## src/rtl/temp_level_pkg.sv

```systemverilog
// Shared constants, FSM state type and threshold helper for the temperature level sampler.
package temp_level_pkg;

   localparam int unsigned SAMPLE_W = 12;
   localparam int unsigned FRAME_W  = 16;
   localparam int unsigned LEVEL_W  = 3;
   localparam int unsigned THR_W    = 15;

   localparam logic [3:0]         CODE_MIN  = 4'b1010;
   localparam logic [3:0]         CODE_MAX  = 4'b1111;
   localparam logic [LEVEL_W-1:0] LEVEL_MAX = LEVEL_W'(CODE_MAX - CODE_MIN);

   typedef enum logic [1:0] {
      IDLE,
      CONV,
      ACC,
      UPDATE
   } state_e;

   // T(k) = base + k*step, widened so threshold +/- hysteresis never wraps
   function automatic logic [THR_W-1:0] thr(input logic [LEVEL_W-1:0] k,
                                            input int unsigned base,
                                            input int unsigned step);
      return THR_W'(base + 32'(k) * step);
   endfunction

endpackage

```

## src/rtl/temp_level_sampler_if.sv

```systemverilog
// Serial ADC bus: chip select and clock from the sampler, data back from the converter.
interface temp_level_sampler_if;
   logic adc_cs_n;
   logic adc_sclk;
   logic adc_sdata;

   modport master (output adc_cs_n, output adc_sclk, input adc_sdata);
   modport slave  (input adc_cs_n, input adc_sclk, output adc_sdata);
endinterface

```

## src/rtl/temp_level_sampler_adc_serial_rx.sv

```systemverilog
// Serial ADC frame engine: drives cs_n/sclk for one 16-clock frame and returns the low 12 data bits.
module adc_serial_rx
   import temp_level_pkg::*;
#(
   parameter int unsigned CLK_DIV = 4
) (
   input  logic                    clk,
   input  logic                    reset_n,
   input  logic                    start,
   temp_level_sampler_if.master    adc,
   output logic                    done,
   output logic [SAMPLE_W-1:0]     data
);

   localparam int unsigned DIV_W     = (CLK_DIV > 1) ? $clog2(CLK_DIV) : 1;
   localparam int unsigned TOG_W     = 6;
   localparam logic [DIV_W-1:0] DIV_LAST  = DIV_W'(CLK_DIV - 1);
   localparam logic [TOG_W-1:0] TOG_LAST  = TOG_W'(2 * FRAME_W);

   logic             busy_q;
   logic [DIV_W-1:0] div_q;
   logic [TOG_W-1:0] tog_q;
   logic [SAMPLE_W-1:0] shift_q;

   // 32 sclk toggles, then one extra divider period before cs_n releases;
   // a 12-bit shifter naturally drops the four leading bits of the frame
   always_ff @(posedge clk or negedge reset_n) begin
      if (!reset_n) begin
         busy_q       <= 1'b0;
         div_q        <= '0;
         tog_q        <= '0;
         shift_q      <= '0;
         adc.adc_cs_n <= 1'b1;
         adc.adc_sclk <= 1'b1;
         done         <= 1'b0;
      end else begin
         done <= 1'b0;
         if (!busy_q) begin
            if (start) begin
               busy_q       <= 1'b1;
               adc.adc_cs_n <= 1'b0;
               div_q        <= '0;
               tog_q        <= '0;
            end
         end else if (div_q == DIV_LAST) begin
            div_q <= '0;
            if (tog_q == TOG_LAST) begin
               adc.adc_cs_n <= 1'b1;
               done         <= 1'b1;
               busy_q       <= 1'b0;
            end else begin
               adc.adc_sclk <= ~adc.adc_sclk;
               tog_q        <= tog_q + TOG_W'(1);
               if (!adc.adc_sclk) begin
                  shift_q <= {shift_q[SAMPLE_W-2:0], adc.adc_sdata};
               end
            end
         end else begin
            div_q <= div_q + DIV_W'(1);
         end
      end
   end

   assign data = shift_q;

endmodule

```

## src/rtl/temp_level_sampler.sv

```systemverilog
// Polls the serial temperature ADC, averages a block of samples and tracks a hysteretic level code.
module temp_level_sampler
   import temp_level_pkg::*;
#(
   parameter int unsigned CLK_DIV    = 4,
   parameter int unsigned SAMPLE_GAP = 100000,
   parameter int unsigned AVG_LOG2   = 3,
   parameter int unsigned THR_BASE   = 1200,
   parameter int unsigned THR_STEP   = 400,
   parameter int unsigned HYST       = 16
) (
   input  logic                 clk,
   input  logic                 reset_n,
   input  logic                 enable,
   temp_level_sampler_if.master adc,
   output logic [3:0]           temp_code,
   output logic                 code_valid,
   output logic [SAMPLE_W-1:0]  sample_avg
);

   localparam int unsigned GAP_W = (SAMPLE_GAP > 1) ? $clog2(SAMPLE_GAP) : 1;
   localparam int unsigned ACC_W = SAMPLE_W + AVG_LOG2;
   localparam logic [GAP_W-1:0]    GAP_LAST = GAP_W'(SAMPLE_GAP - 1);
   localparam logic [AVG_LOG2-1:0] CNT_LAST = '1;

   state_e               state_q;
   state_e               state_d;
   logic [GAP_W-1:0]     gap_q;
   logic [ACC_W-1:0]     acc_q;
   logic [AVG_LOG2-1:0]  cnt_q;
   logic                 start_c;
   logic                 rx_done;
   logic [SAMPLE_W-1:0]  rx_data;
   logic [SAMPLE_W-1:0]  avg_c;
   logic [LEVEL_W-1:0]   lvl_c;
   logic [THR_W-1:0]     up_thr_c;
   logic [THR_W-1:0]     lo_thr_c;
   logic [3:0]           code_d_c;

   adc_serial_rx #(
      .CLK_DIV (CLK_DIV)
   ) u_rx (
      .clk     (clk),
      .reset_n (reset_n),
      .start   (start_c),
      .adc     (adc),
      .done    (rx_done),
      .data    (rx_data)
   );

   always_ff @(posedge clk or negedge reset_n) begin
      if (!reset_n) begin
         state_q <= IDLE;
      end else begin
         state_q <= state_d;
      end
   end

   always_comb begin
      state_d = state_q;
      start_c = 1'b0;
      case (state_q)
         IDLE: begin
            if (enable && gap_q == GAP_LAST) begin
               state_d = CONV;
               start_c = 1'b1;
            end
         end
         CONV:    if (rx_done) state_d = ACC;
         ACC:     state_d = (cnt_q == CNT_LAST) ? UPDATE : IDLE;
         UPDATE:  state_d = IDLE;
         default: state_d = IDLE;
      endcase
   end

   // Level step: at most one level per update, guarded against underflowing thresholds
   always_comb begin
      avg_c    = SAMPLE_W'(acc_q >> AVG_LOG2);
      lvl_c    = LEVEL_W'(temp_code - CODE_MIN);
      up_thr_c = thr(lvl_c, THR_BASE, THR_STEP) + THR_W'(HYST);
      lo_thr_c = thr(lvl_c - LEVEL_W'(1), THR_BASE, THR_STEP);
      code_d_c = temp_code;
      if (lvl_c < LEVEL_MAX && THR_W'(avg_c) >= up_thr_c) begin
         code_d_c = temp_code + 4'd1;
      end else if (lvl_c != '0 && lo_thr_c >= THR_W'(HYST) &&
                   THR_W'(avg_c) < lo_thr_c - THR_W'(HYST)) begin
         code_d_c = temp_code - 4'd1;
      end
   end

   // Gap counter restarts whenever the sampler is busy or disabled
   always_ff @(posedge clk or negedge reset_n) begin
      if (!reset_n) begin
         gap_q      <= '0;
         acc_q      <= '0;
         cnt_q      <= '0;
         temp_code  <= CODE_MIN;
         code_valid <= 1'b0;
         sample_avg <= '0;
      end else begin
         code_valid <= 1'b0;
         gap_q <= (state_q == IDLE && enable && gap_q != GAP_LAST) ? gap_q + GAP_W'(1) : '0;
         case (state_q)
            ACC: begin
               acc_q <= acc_q + ACC_W'(rx_data);
               cnt_q <= cnt_q + AVG_LOG2'(1);
            end
            UPDATE: begin
               acc_q      <= '0;
               sample_avg <= avg_c;
               temp_code  <= code_d_c;
               code_valid <= 1'b1;
            end
            default: ;
         endcase
      end
   end

endmodule

```

## src/flat_wrapper.sv

```systemverilog
// flat-port wrapper written by rule: the top's interface ports become plain ports
module temp_level_sampler_flat import temp_level_pkg::*;
#(
   parameter int unsigned CLK_DIV    = 4,
   parameter int unsigned SAMPLE_GAP = 100000,
   parameter int unsigned AVG_LOG2   = 3,
   parameter int unsigned THR_BASE   = 1200,
   parameter int unsigned THR_STEP   = 400,
   parameter int unsigned HYST       = 16
)
  (clk, reset_n, enable, temp_code, code_valid, sample_avg, adc_adc_cs_n, adc_adc_sclk, adc_adc_sdata);
  temp_level_sampler_if adc_i ();
  input  logic clk;
  input  logic reset_n;
  input  logic enable;
  output logic [3:0] temp_code;
  output logic code_valid;
  output logic [SAMPLE_W-1:0] sample_avg;
  output wire logic [$bits(adc_i.adc_cs_n)-1:0] adc_adc_cs_n;
  output wire logic [$bits(adc_i.adc_sclk)-1:0] adc_adc_sclk;
  input wire logic [$bits(adc_i.adc_sdata)-1:0] adc_adc_sdata;
  assign adc_adc_cs_n = adc_i.adc_cs_n;
  assign adc_adc_sclk = adc_i.adc_sclk;
  assign adc_i.adc_sdata = adc_adc_sdata;
  temp_level_sampler #(.CLK_DIV(CLK_DIV), .SAMPLE_GAP(SAMPLE_GAP), .AVG_LOG2(AVG_LOG2), .THR_BASE(THR_BASE), .THR_STEP(THR_STEP), .HYST(HYST)) u_core (.clk(clk), .reset_n(reset_n), .enable(enable), .adc(adc_i), .temp_code(temp_code), .code_valid(code_valid), .sample_avg(sample_avg));
endmodule
```

## config.mk

```make
export PLATFORM = sky130hd
export DESIGN_NAME = temp_level_sampler_flat
export DESIGN_NICKNAME = d
export VERILOG_FILES = /design/src/rtl/temp_level_pkg.sv /design/src/rtl/temp_level_sampler_if.sv /design/src/rtl/temp_level_sampler_adc_serial_rx.sv /design/src/rtl/temp_level_sampler.sv /design/src/flat_wrapper.sv
export SDC_FILE = /design/constraint.sdc
export NUM_CORES = 1
export LEC_CHECK = 0
export BUFFER_PORTS_ARGS = -buffer_cell sky130_fd_sc_hd__buf_2
export CORE_ASPECT_RATIO = 0.5
export CORE_UTILIZATION = 50
export CTS_CLUSTER_DIAMETER = 100
export DETAILED_ROUTE_END_ITERATION = 7
export PLACE_DENSITY = 0.67
export SLEW_MARGIN = 25
export SYNTH_ARGS = -nofsm -noshare
export SYNTH_HDL_FRONTEND = slang
export SYNTH_SLANG_ARGS = --single-unit
export TNS_END_PERCENT = 20
```

## constraint.sdc

```tcl
create_clock -name clk -period 9.3 [get_ports clk]
set_clock_uncertainty 0.1 [all_clocks]
set_input_delay 0.93 -clock clk [delete_from_list [all_inputs] [get_ports clk]]
set_output_delay 0.93 -clock clk [all_outputs]
set_load 0.05 [all_outputs]
```

Word level (Yosys, flattened, before mapping). Index checks and enable logic that the tools add are counted.

Add/sub/neg operators: 13. $mul: 2. Order comparisons: 4. Eq/ne operators: 13. Mux-type cells: 29. Bitwise logic cells: 2. Reductions and logical operators: 17.

Operators by type and width (count): $pmux 15 s2 (1); $add 11x12->13 const A (2); $mux 6 (4); $add 17x1->17 const B (1); $eq 17x17->1 const B (1); $mux 17 (1); $ne 17x17->1 const B (1); $mul 3x5->8 const B (2); $add 15x12->15 (1); $add 15x5->15 const B (1); $ge 12x15->1 (1); $ge 15x5->1 const B (1); $lt 12x15->1 (1); $sub 15x5->15 const B (1); $mux 1 (14); $mux 2 (6); $reduce_and 3->1 (3); $mux 4 (2); $pmux 2 s4 (1); $add 6x1->6 const B (1); $eq 2x2->1 const B (3); $eq 6x6->1 const B (1); $logic_and 1x1->1 (6); $ne 2x1->1 const B (3); other kinds (16) (21).

Register bits after elaboration: 78. Output and inout port bits: 19. Word-level logic and storage cells: 94.

Logic depth before layout (Yosys ltp). Gate-level depths: netlist of run 1.

Depth in word-level cells: 9. Mapped depth: 20.

Modules after synthesis. A second synthesis of run 1 with hierarchy kept.

Cell total of the unflattened synthesis: 487. Area, all modules: 4942.2 um^2.

By module, submodules not included: temp_level_sampler (times used 1, cells each 398, area an instance 3784.9 um^2); adc_serial_rx (times used 1, cells each 89, area an instance 1157.4 um^2).

Worst setup path after synthesis of run 1. Ideal clock, no wire load.

Path kind: register to register. From: register u_core.temp_code[0]. To: register u_core.temp_code[3]. Setup time: 0.066 ns. Arrival time: 4.936 ns. Setup slack: 4.198 ns. Cell stages (with the launch flop): 21. Buffers on the path: 2. Clock period less this slack: 5.102 ns. Path through: dfrtp_1 -> buf_6 -> inv_1 -> ha_1 -> ha_1 -> buf_6 -> nand2_4 -> or3_4 -> a211oi_2 -> xnor2_1 -> ha_1 -> o211a_1 -> o31ai_1 -> a21boi_0 -> o31ai_2 -> ha_1 -> a21o_1 -> a21oi_1 -> o221ai_1 -> or4b_1 -> nand4_1.

Cells in the longest elaborated chain, start to end: 9. Elaborated cells on any way between the ends: 22.

Ends and longest elaborated chain: start: declaration (RTL line temp_level_sampler.sv:16) `output logic [3:0] temp_code,`; start signal: assignment (RTL line temp_level_sampler.sv:111) `temp_code <= code_d_c;`; $sub 3x2->3 (RTL line temp_level_sampler.sv:79) `lvl_c = LEVEL_W'(temp_code - CODE_MIN);`; $sub 3x1->3 (RTL line temp_level_sampler.sv:81) `lo_thr_c = thr(lvl_c - LEVEL_W'(1), THR_BASE, THR_STEP);`; $mul 3x5->8 (RTL line temp_level_pkg.sv:24) `return THR_W'(base + 32'(k) * step);`; $add 11x12->13 (RTL line temp_level_pkg.sv:24); $sub 15x5->15 or $ge 15x5->1 (tied branches) (RTL line temp_level_sampler.sv:86, temp_level_sampler.sv:85); $lt 12x15->1 or $logic_and 1x1->1 (tied branches) (RTL line temp_level_sampler.sv:86, temp_level_sampler.sv:85); $logic_and 1x1->1 (RTL line temp_level_sampler.sv:85) `end else if (lvl_c != '0 && lo_thr_c >= THR_W'(HYST) &&`; $reduce_bool 2->1 (no source line); $reduce_and 2->1 (no source line).

Parallel ways exist; a longest one is shown, timed or not. The select of a mux whose other input is x is not followed. A chain may end at the register's enable or synchronous reset.

Final worst setup path of run 1. Ends and elaborated chain as after synthesis.

==> flow_summary.toml, run 1 <==
[status]
outcome = "finished, final reports clean"

[timing]
setup_viol = 0
maxSlewViolCount = 0
worst_slack_ps = 3637
rsz0062_at_grt = "no"
relSlewSlack = 0.3393
worstMarginPinSlew_ps = 987.5
finalHoldViolCount = 0
fmax_mhz = 176.6
period_share = 0.6089
layout_min_cycle_time_ps = 5663
fin_tns_setup_ps = 0

[finish]
fill_cells = 834
area_growth_pct = 10.69
final_cell_mix = "74 x dfrtp_1, 53 x ha_1, 50 x nor2_1, 29 x nand2_1, 26 x xnor2_1"
drive_gt1_frac = 0.1564
fin_util = 0.5725
antenna_cells = 0
final_cell_count_no_fill = 640
final_common_cell = "dfrtp_1"
nNetsFinal = 559

[synthesis]
yosysSeqAreaShare = 0.3992
synth_top_cell_area_share = 0.3777
synth_xor_area_frac = 0.08754
ys_ff_latch = 78
synthAdderAreaFrac = 0.1434
yosys.area.top_type = "dfrtp_1"
synth.distinct_cells = 60
synth-async-reset-ratio = 1.000
syn_area_sq_mm = 0.004902
syn_avg_cell_area_sq_um = 10.28
synth_compound_area_frac = 0.1363
synth_area_leaders = "dfrtp_1 38%, ha_1 14%, mux2_2 5.5%"
yosys_warnings = 0
synth_top_family_by_area = "simple AND/OR/NAND/NOR gates"
synth.area.mux_share = 0.06151
yosys_most_used_dff = "dfrtp_1"
synthSimpleGateAreaFrac = 0.1483
synth_edf_count = 0
syn_inst = 477
synth_nets = 536

[placement]
dpl_worst_slack_ps = 3699
hpwl_um = 6665
numPortBuffers = 22
gp_congestion = 0.8718
dp_cells = 624

[die]
dieWidth_um = 142.0
core_area_sq_mm = 0.009478
die_area_sq_mm = 0.01023
die_h_um = 72.02
start_util = 0.5172
num_rows = 25
io_pins = 23

[clock_network]
cts_hold_buf = 0
cts_setup_buffers = 0
h-tree-depth = 3
clock_latency_ps = 340
numCtsBuffers = 9
cts_tree = "built"
cts_sinks = 78
ctsResizeCount = 0
cts_max_path_buffers = 2
clk_pin_slew_worst_paths_ps = 60
cts-root-buf = "clkbuf_16"

[worst_setup_path]
critical_path.endpoint_type = "flip-flop"
cp.required_ps = 9480
crit_path_start_kind = "flip-flop"
worstPathMaxFanout = 22
path_class = "reg2reg"
worstPathArrival_ps = 5840

[global_route]
grt_pass1_wl_um = 16240
grtUsageTotal = 0.2028
grt_pass1_vias = 3465
overflow = 0
grt_max_degree = 79
antenna_found_initial = 0

[route]
drt_iter0_drc = 186
drtAntennaViolNets = 0
dr.pass1.iters = 5
drc = 0
routed_wl_um = 9379
drt-vias-per-instance = 5.464
vias = 3497
wl_per_cell_um = 14.65

[worst_hold_path]
min_path_type = "reg2reg"

[power]
powerDensity_mw_per_mm2 = 128.5
p_leak_nw = 2.690
power_w = 0.0006973
vdd_ir_drop_max_mv = 0.09202

[job]
drv_cap = 0
[critical path, stage by stage, from the launching register on]
cell and delay (ps):
dfrtp_1 810, inv_1 370, ha_1 340, ha_1 480, nand2_4 90, or3_4 390
a211oi_2 250, xnor2_1 170, ha_1 280, o211a_1 120, o31ai_1 60, a21boi_0 150
o31ai_2 510, ha_1 340, a21o_1 170, a21oi_1 220, o221ai_1 170, or4b_1 490
nand4_1 100
[power breakdown]
part	switching (W)	internal (W)	leakage, nW
clock	0.000142	0.000209	0.146
sequential	0	0.000339	1.03
combinational	0.00000639	0.000000726	1.51
total	0.000149	0.000549	2.69
[cell usage after synthesis (3+ instances only)]
cell type,count
a21boi_0,3
a21o_1,10
a21oi_1,18
a22o_1,9
and3_1,7
buf_6,3
clkbuf_1,7
dfrtp_1,74
dfstp_2,4
ha_1,53
inv_1,15
mux2_2,24
nand2_1,29
nand2b_1,5
nand3_1,19
nand4_1,7
nor2_1,50
nor3_1,6
o2111ai_1,3
o21a_1,4
o21ai_0,17
o22ai_1,3
o31ai_1,5
or3_1,6
xnor2_1,26
xor2_1,23
[path summary, 6_finish.rpt]
check,slack (ps),end,cells after the start,startpoint
max in group asynchronous,8110,u_core.gap_q[8]$_DFF_PN0_,1,reset_n
setup / recovery,3640,u_core.temp_code[3]$_DFFE_PN1P_,18,u_core.temp_code[0]$_DFFE_PN0P_
min in group asynchronous,510,u_core.temp_code[2]$_DFFE_PN0P_,1,reset_n
hold / removal,380,u_core.gap_q[0]$_DFF_PN0_,1,u_core.gap_q[0]$_DFF_PN0_
setup reg to reg,3640,u_core.temp_code[3]$_DFFE_PN1P_,18,u_core.temp_code[0]$_DFFE_PN0P_
hold reg to reg,380,u_core.gap_q[0]$_DFF_PN0_,1,u_core.gap_q[0]$_DFF_PN0_
[layout make-up]
type | instances | area (sq um) | share of cell area
Tap cell | 135 | 168.9 | 0.03113
Inverter | 15 | 56.30 | 0.01038
Timing Repair Buffer | 22 | 116.4 | 0.02144
Clock inverter | 7 | 73.82 | 0.01360
Multi-Input combinational cell | 374 | 2829 | 0.5213
Sequential cell | 78 | 1957 | 0.3606
Clock buffer | 9 | 225.2 | 0.04150
[stage by stage]
step | hold WS [ps] | instance area (sq um)
after global placement | 363.7 | 5124
after CTS | 378.1 | 5423
final | 376.1 | 5426
after detailed placement | 370.2 | 5124
after global routing | 409.6 | 5426
after floorplan | 347.3 | 4902
[cells by family after synthesis]
kind of cell,Yosys count
DFF,78
muxes,27
adders and majority gates,55
and+or+nand+nor,148
AOI/OAI and AO/OA,95
buffers and inverters,25
xor gates and xnor gates,49
[layer usage]
metal	GRT usage	wire [um]
met5	0	0
met3	0.04884	293
met4	0.05018	47
met1	0.2740	4706
met2	0.3317	4330
[sequential cells by signal, summed over array words and instances, names as in the netlist, 2 cells and up]
name and flops:
u_core.temp_code 4, u_core.cnt_q 3, u_core.acc_q 15, u_core.u_rx.tog_q 6
u_core.gap_q 17, u_core.u_rx.div_q 2, u_core.u_rx.data 12, u_core.sample_avg 12
u_core.state_q 2
(Power assumes the default switching activity.)
==> run 2: changes to the inputs <==
Settings changed: PLACE_DENSITY 0.67 to 0.7.
Clock period 9.3 ns to 4.88 ns, I/O delays scaled along.
==> run 2 against run 1 <==
Against the previous run: combinational power increased by 90%; design area increased by 1.9%; largest cell class unchanged; fmax increased by 24%; clock power increased by 100%; via count decreased by 1.0%; largest power group unchanged; first-iteration DRC count decreased by 32%; worst hold slack got worse by 300 ps; register-to-register slack got worse by 3300 ps; sequential share of layout area decreased by 0.53 points; final cell count increased by 0.78%; critical path depth decreased by 2.
==> flow_summary.toml, run 2 (synthesis results as in run 1) <==
[clock_network]
cts-root-buf = "clkbuf_16"
numCtsBuffers = 9
cts_max_path_buffers = 2
clk_pin_slew_worst_paths_ps = 50
cts_tree = "built"
clock_latency_ps = 330
h-tree-depth = 3
cts_sinks = 78

[status]
outcome = "finished, final reports clean"

[finish]
area_growth_pct = 12.79
final_common_cell = "dfrtp_1"
fin_util = 0.5834
fill_cells = 829
nNetsFinal = 564
antenna_cells = 0
final_cell_mix = "73 x dfrtp_1, 51 x ha_1, 49 x nor2_1, 29 x nand2_1, 26 x xnor2_1"
drive_gt1_frac = 0.1745
regMostFlops = "u_core.gap_q"
final_cell_count_no_fill = 645
largestRegisters = "u_core.gap_q x17, u_core.acc_q x15"
largest_reg_flops = 17

[power]
p_leak_nw = 2.727
vdd_ir_drop_max_mv = 0.1592
powerDensity_mw_per_mm2 = 248.6

[worst_setup_path]
crit_top_cell = "ha_1"
worstPathMaxFanout = 12
max_stage_delay_ps = 610
cp.required_ps = 5030
path_class = "reg2reg"
worstPathCellList = "buf_4 -> ha_1 -> ha_4 -> inv_1 -> ha_1 -> ha_1 -> xnor2_1 -> nand2_1 -> xnor2_1 -> ha_1 -> a21o_1 -> a211o_1 -> o21ai_0 -> o22ai_1 -> a21oi_2 -> mux2_1"
critical_path.endpoint_type = "flip-flop"
slowest_stage = "dfstp_4"
worstPathArrival_ps = 4710
crit_path_start_kind = "flip-flop"

[global_route]
overflow = 0
grt.busiest_layer = "met2"
grt_pass1_wl_um = 16010
grt_pass1_vias = 3364
grt_use_met2 = 0.3388
antenna_found_initial = 0
groute.layer.met3.usage = 0.04356
grtUsageTotal = 0.1985
use_met1 = 0.2622
grt_max_degree = 79

[timing]
period_share = 0.9348
fin_tns_setup_ps = 0
rsz0062_at_grt = "no"
finalHoldViolCount = 0
worstMarginPinSlew_ps = 818.9
maxSlewViolCount = 0
layout_min_cycle_time_ps = 4562
fmax_mhz = 219.2
relSlewSlack = 0.4520
setup_viol = 0

[placement]
numPortBuffers = 22
dp_cells = 629
hpwl_um = 6818
gp_congestion = 0.9091

[die]
io_pins = 23
dieWidth_um = 142.0
num_rows = 25
die_area_sq_mm = 0.01023
start_util = 0.5172
core_area_sq_mm = 0.009478
die_h_um = 72.02

[route]
routed_wl_um = 9274
dr.pass1.iters = 6
drc = 0
vias = 3461
drtAntennaViolNets = 0
drt-vias-per-instance = 5.366
drt_iter0_drc = 126
wl_per_cell_um = 14.38

[job]
drv_cap = 0

[worst_hold_path]
min_path_type = "in2async"
run 2: changes by cell type in the layout (fill, tap and decap cells not counted), sizes merged:
cell,before,now
buf,22,27
bufinv,1,2
clkbuf,9,11
clkinv,4,3
clkinvlp,1,0
inv,16,15
run 2: per-layer routing:
metal / wire [um] / vias up
li1: - / 1768
met5: 0 / -
met1: 4545 / 1645
met2: 4364 / 42
met4: 56 / 0
met3: 308 / 6
run 2: worst max-delay path: cells and delay by family, from the launching register on:
family          cells  cell delay, ps
mux                 1             360
fa+ha+maj           5            1410
simple gates        1             100
buf+inv             2             260
xor+xnor            2             470
flops               1             610
compound gates      5            1160
run 2: worst paths after layout:
path                                                  start                          endpoint  slack [ps]  depth (start not counted)
setup / recovery            u_core.temp_code[1]$_DFFE_PN1P_   u_core.temp_code[1]$_DFFE_PN1P_         320                         16
hold / removal                                      reset_n   u_core.temp_code[2]$_DFFE_PN0P_          80                          1
setup reg to reg            u_core.temp_code[1]$_DFFE_PN1P_   u_core.temp_code[1]$_DFFE_PN1P_         320                         16
hold reg to reg            u_core.sample_avg[4]$_DFFE_PN0P_  u_core.sample_avg[4]$_DFFE_PN0P_         370                          2
max in group asynchronous                           reset_n   u_core.temp_code[0]$_DFFE_PN0P_        4100                          1
min in group clk                              adc_adc_sdata   u_core.u_rx.data[0]$_DFFE_PN0P_         290                          2
run 2: timing repair:
| item | in CTS | in global routing |
|---|---|---|
| setup endpoints to repair | 0 | 3 |
| hold buffers | 0 | 0 |
| resized for setup | 0 | 4 |
| buffers inserted | 0 | 0 |
run 2: stage by stage:
step / worst slack [ps] / area, sq um / hold WS (ps) / total power, W
detailed placement: 96.02 / 5181 / 364.7 / 0.0006730
global placement: 249.9 / 5181 / 362.6 / 0.0006728
finish: 318.1 / 5529 / 79.28 / 0.001374
floorplan: 9.212 / 4922 / 92.41 / 0.0006588
CTS: 88.25 / 5507 / 253.7 / 0.001391
global route: 1.526 / 5529 / 146.6 / 0.001418
run 2: power breakdown:
group / leakage (nW) / total (W) / switching (W) / internal, W
registers: 1.03 / 0.000647 / 0 / 0.000647
logic: 1.53 / 0.0000135 / 0.0000122 / 0.00000139
clock network: 0.160 / 0.000714 / 0.000251 / 0.000462
total: 2.73 / 0.00137 / 0.000263 / 0.00111
run 2: layout make-up:
class / instances / area, sq um / area share
multi-input cells: 374 / 2860 / 0.5173
inverters: 15 / 56.30 / 0.01018
repair buffers: 27 / 153.9 / 0.02783
clock buffers: 11 / 242.7 / 0.04390
clock inverters: 5 / 82.58 / 0.01494
flip-flops and latches: 78 / 1964 / 0.3553
well taps: 135 / 168.9 / 0.03055
==> run 3: changes to the inputs <==
--- a/config.mk
+++ b/config.mk
@@ -12,3 +12,3 @@
 export DETAILED_ROUTE_END_ITERATION = 7
-export PLACE_DENSITY = 0.7
+export PLACE_DENSITY = 0.67
 export SLEW_MARGIN = 25
==> constraint.sdc (replaced) <==
create_clock -name clk -period 5.2 [get_ports clk]
set_clock_uncertainty 0.1 [all_clocks]
set_input_delay 0.26 -clock clk [delete_from_list [all_inputs] [get_ports clk]]
set_output_delay 0.26 -clock clk [all_outputs]
set_load 0.05 [all_outputs]
==> run 3 against run 2 <==
Against the previous run: via count increased by 1.6%; global-route usage rose by 1.1 points; design area down 0.52%; non-clock buffer count stayed put; clock-buffer cell count is the same; first-iteration DRC count grew 19%; sequential share of layout area barely moved; worst hold slack lost 26 ps; worst setup slack improved by 95 ps; critical path depth rose by 2; register-to-register slack improved by 90 ps; highest routed layer unchanged.
==> flow_summary.toml, run 3 (synthesis results as in run 1) <==
[status]
outcome = "finished, final reports clean"

[timing]
fin_tns_setup_ps = 0
layout_min_cycle_time_ps = 4787
maxSlewViolCount = 0
finalHoldViolCount = 0
period_share = 0.9206
worstMarginPinSlew_ps = 820.0
fmax_mhz = 208.9
rsz0062_at_grt = "no"
relSlewSlack = 0.4513
setup_viol = 0

[clock_network]
cts-root-buf = "clkbuf_16"
cts_max_path_buffers = 2
clock_latency_ps = 330
cts_tree = "built"
numCtsBuffers = 9
h-tree-depth = 3
clk_pin_slew_worst_paths_ps = 60
cts_sinks = 78

[finish]
final_cell_mix = "74 x dfrtp_1, 52 x ha_1, 49 x nor2_1, 29 x nand2_1, 26 x xnor2_1"
final_common_cell = "dfrtp_1"
antenna_cells = 0
finalInstanceArea_sq_mm = 0.005500
area_growth_pct = 12.20
regMostFlops = "u_core.gap_q"
fin_util = 0.5803
nNetsFinal = 564
largestRegisters = "u_core.gap_q x17, u_core.acc_q x15"
fill_cells = 818
largest_reg_flops = 17
drive_gt1_frac = 0.1667

[route]
drtAntennaViolNets = 0
drt_iter0_drc = 150
dr.pass1.iters = 4
drt-vias-per-instance = 5.453
routed_wl_um = 9638
wl_per_cell_um = 14.94
vias = 3517
drc = 0

[global_route]
grt_max_degree = 79
grt_pass1_vias = 3522
grt_pass1_wl_um = 16700
antenna_found_initial = 0
grtUsageTotal = 0.2096
overflow = 0

[worst_setup_path]
crit_path_start_kind = "flip-flop"
critical_path.endpoint_type = "flip-flop"
r2r_start = "u_core.temp_code[1]$_DFFE_PN1P_"
rrSetupSlack_ps = 410
ff2ff_path_depth = 18
path_class = "reg2reg"
cp.required_ps = 5370
worstPathMaxFanout = 7
worstPathArrival_ps = 4960
reg2reg_to = "u_core.temp_code[3]$_DFFE_PN1P_"

[die]
io_pins = 23
die_area_sq_mm = 0.01023
start_util = 0.5172
die_h_um = 72.02
core_area_sq_mm = 0.009478
dieWidth_um = 142.0
num_rows = 25

[power]
power.switching_w = 0.0002544
intPower_w = 0.001043
p_comb_frac = 0.010
powerDensity_mw_per_mm2 = 235.9
clockPowerShare = 0.522
p_leak_nw = 2.721
swShare = 0.1960
pwr-share-seq = 0.468
vdd_ir_drop_max_mv = 0.1341

[worst_hold_path]
whs_endpoint = "u_core.u_rx.data[0]$_DFFE_PN0P_"
hold_depth = 2
min_path_type = "in2reg"
min_from = "adc_adc_sdata"

[placement]
placed_cell_area_sq_mm = 0.005154
numPortBuffers = 22
gp_congestion = 0.8904
hpwl_um = 6907

[job]
drv_cap = 0
==> run 3: stage by stage <==
stage | power, W | instances | setup WS (ps) | hold WS [ps]
final | 0.001297 | 645 | 413.0 | 53.44
after global routing | 0.001341 | 645 | 99.59 | 48.27
after CTS | 0.001316 | 644 | 289.0 | 23.53
after detailed placement | 0.0006317 | 628 | 319.9 | 365.7
after global placement | 0.0006316 | 628 | 527.6 | 363.0
after floorplan | 0.0006183 | 477 | 98.47 | -135.6
==> run 3: metal layers <==
| metal | vias to the layer above | wire [um] | GRT usage |
|---|---|---|---|
| li1 | 1758 | - | - |
| met1 | 1712 | 4742 | 0.2702 |
| met2 | 41 | 4640 | 0.3546 |
| met3 | 6 | 216 | 0.04818 |
| met4 | 0 | 38 | 0.06691 |
| met5 | - | 0 | 0 |
==> run 3: worst max-delay path by stage <==
stage / startpoint / endpoint / slack, ps / cells after the start
floorplan: u_core.temp_code[0]$_DFFE_PN0P_ / u_core.temp_code[3]$_DFFE_PN1P_ / 100 / 20
global placement: u_core.temp_code[1]$_DFFE_PN1P_ / u_core.temp_code[1]$_DFFE_PN1P_ / 530 / 16
detailed placement: u_core.temp_code[1]$_DFFE_PN1P_ / u_core.temp_code[3]$_DFFE_PN1P_ / 320 / 18
CTS: u_core.temp_code[1]$_DFFE_PN1P_ / u_core.temp_code[3]$_DFFE_PN1P_ / 290 / 18
global route: u_core.temp_code[1]$_DFFE_PN1P_ / u_core.temp_code[3]$_DFFE_PN1P_ / 100 / 18
finish: u_core.temp_code[1]$_DFFE_PN1P_ / u_core.temp_code[3]$_DFFE_PN1P_ / 410 / 18
==> run 3: power groups by stage <==
stage | Sequential, W | Combinational [W] | Clock (W)
detailed placement | 0.000618 | 0.0000136 | 0
floorplan | 0.000618 | 0.0000000260 | 0
finish | 0.000607 | 0.0000134 | 0.000677
global placement | 0.000618 | 0.0000135 | 0
global route | 0.000607 | 0.0000161 | 0.000718
CTS | 0.000607 | 0.0000137 | 0.000695
==> run 3: worst max-delay path, cell delays in order, from the launching register on <==
cell      delay (ps)
dfstp_2          530
inv_1            100
ha_1             390
ha_2             470
nand2_4           70
or3_4            400
a211oi_2         250
xnor2_1          150
ha_1             270
o211a_1          120
o31ai_1           60
a21boi_0         140
o31ai_2          260
buf_4            200
ha_1             260
a21oi_2          180
o221ai_1         160
or4b_1           510
nand4_1          100
==> run 3: cell type report <==
cell class | instances | area (sq um) | area share
Inverter | 15 | 56.30 | 0.01024
Timing Repair Buffer | 27 | 156.4 | 0.02843
Multi-Input combinational cell | 374 | 2838 | 0.5159
Clock inverter | 5 | 81.33 | 0.01479
Sequential cell | 78 | 1957 | 0.3558
Clock buffer | 11 | 242.7 | 0.04413
Tap cell | 135 | 168.9 | 0.03071
==> run 3: repair_timing <==
action                     in CTS  in global routing
hold endpoints to repair        0                 74
gates resized for setup         0                  2
buffers inserted                0                  0
hold buffers                    0                  1
setup endpoints to repair       0                  1
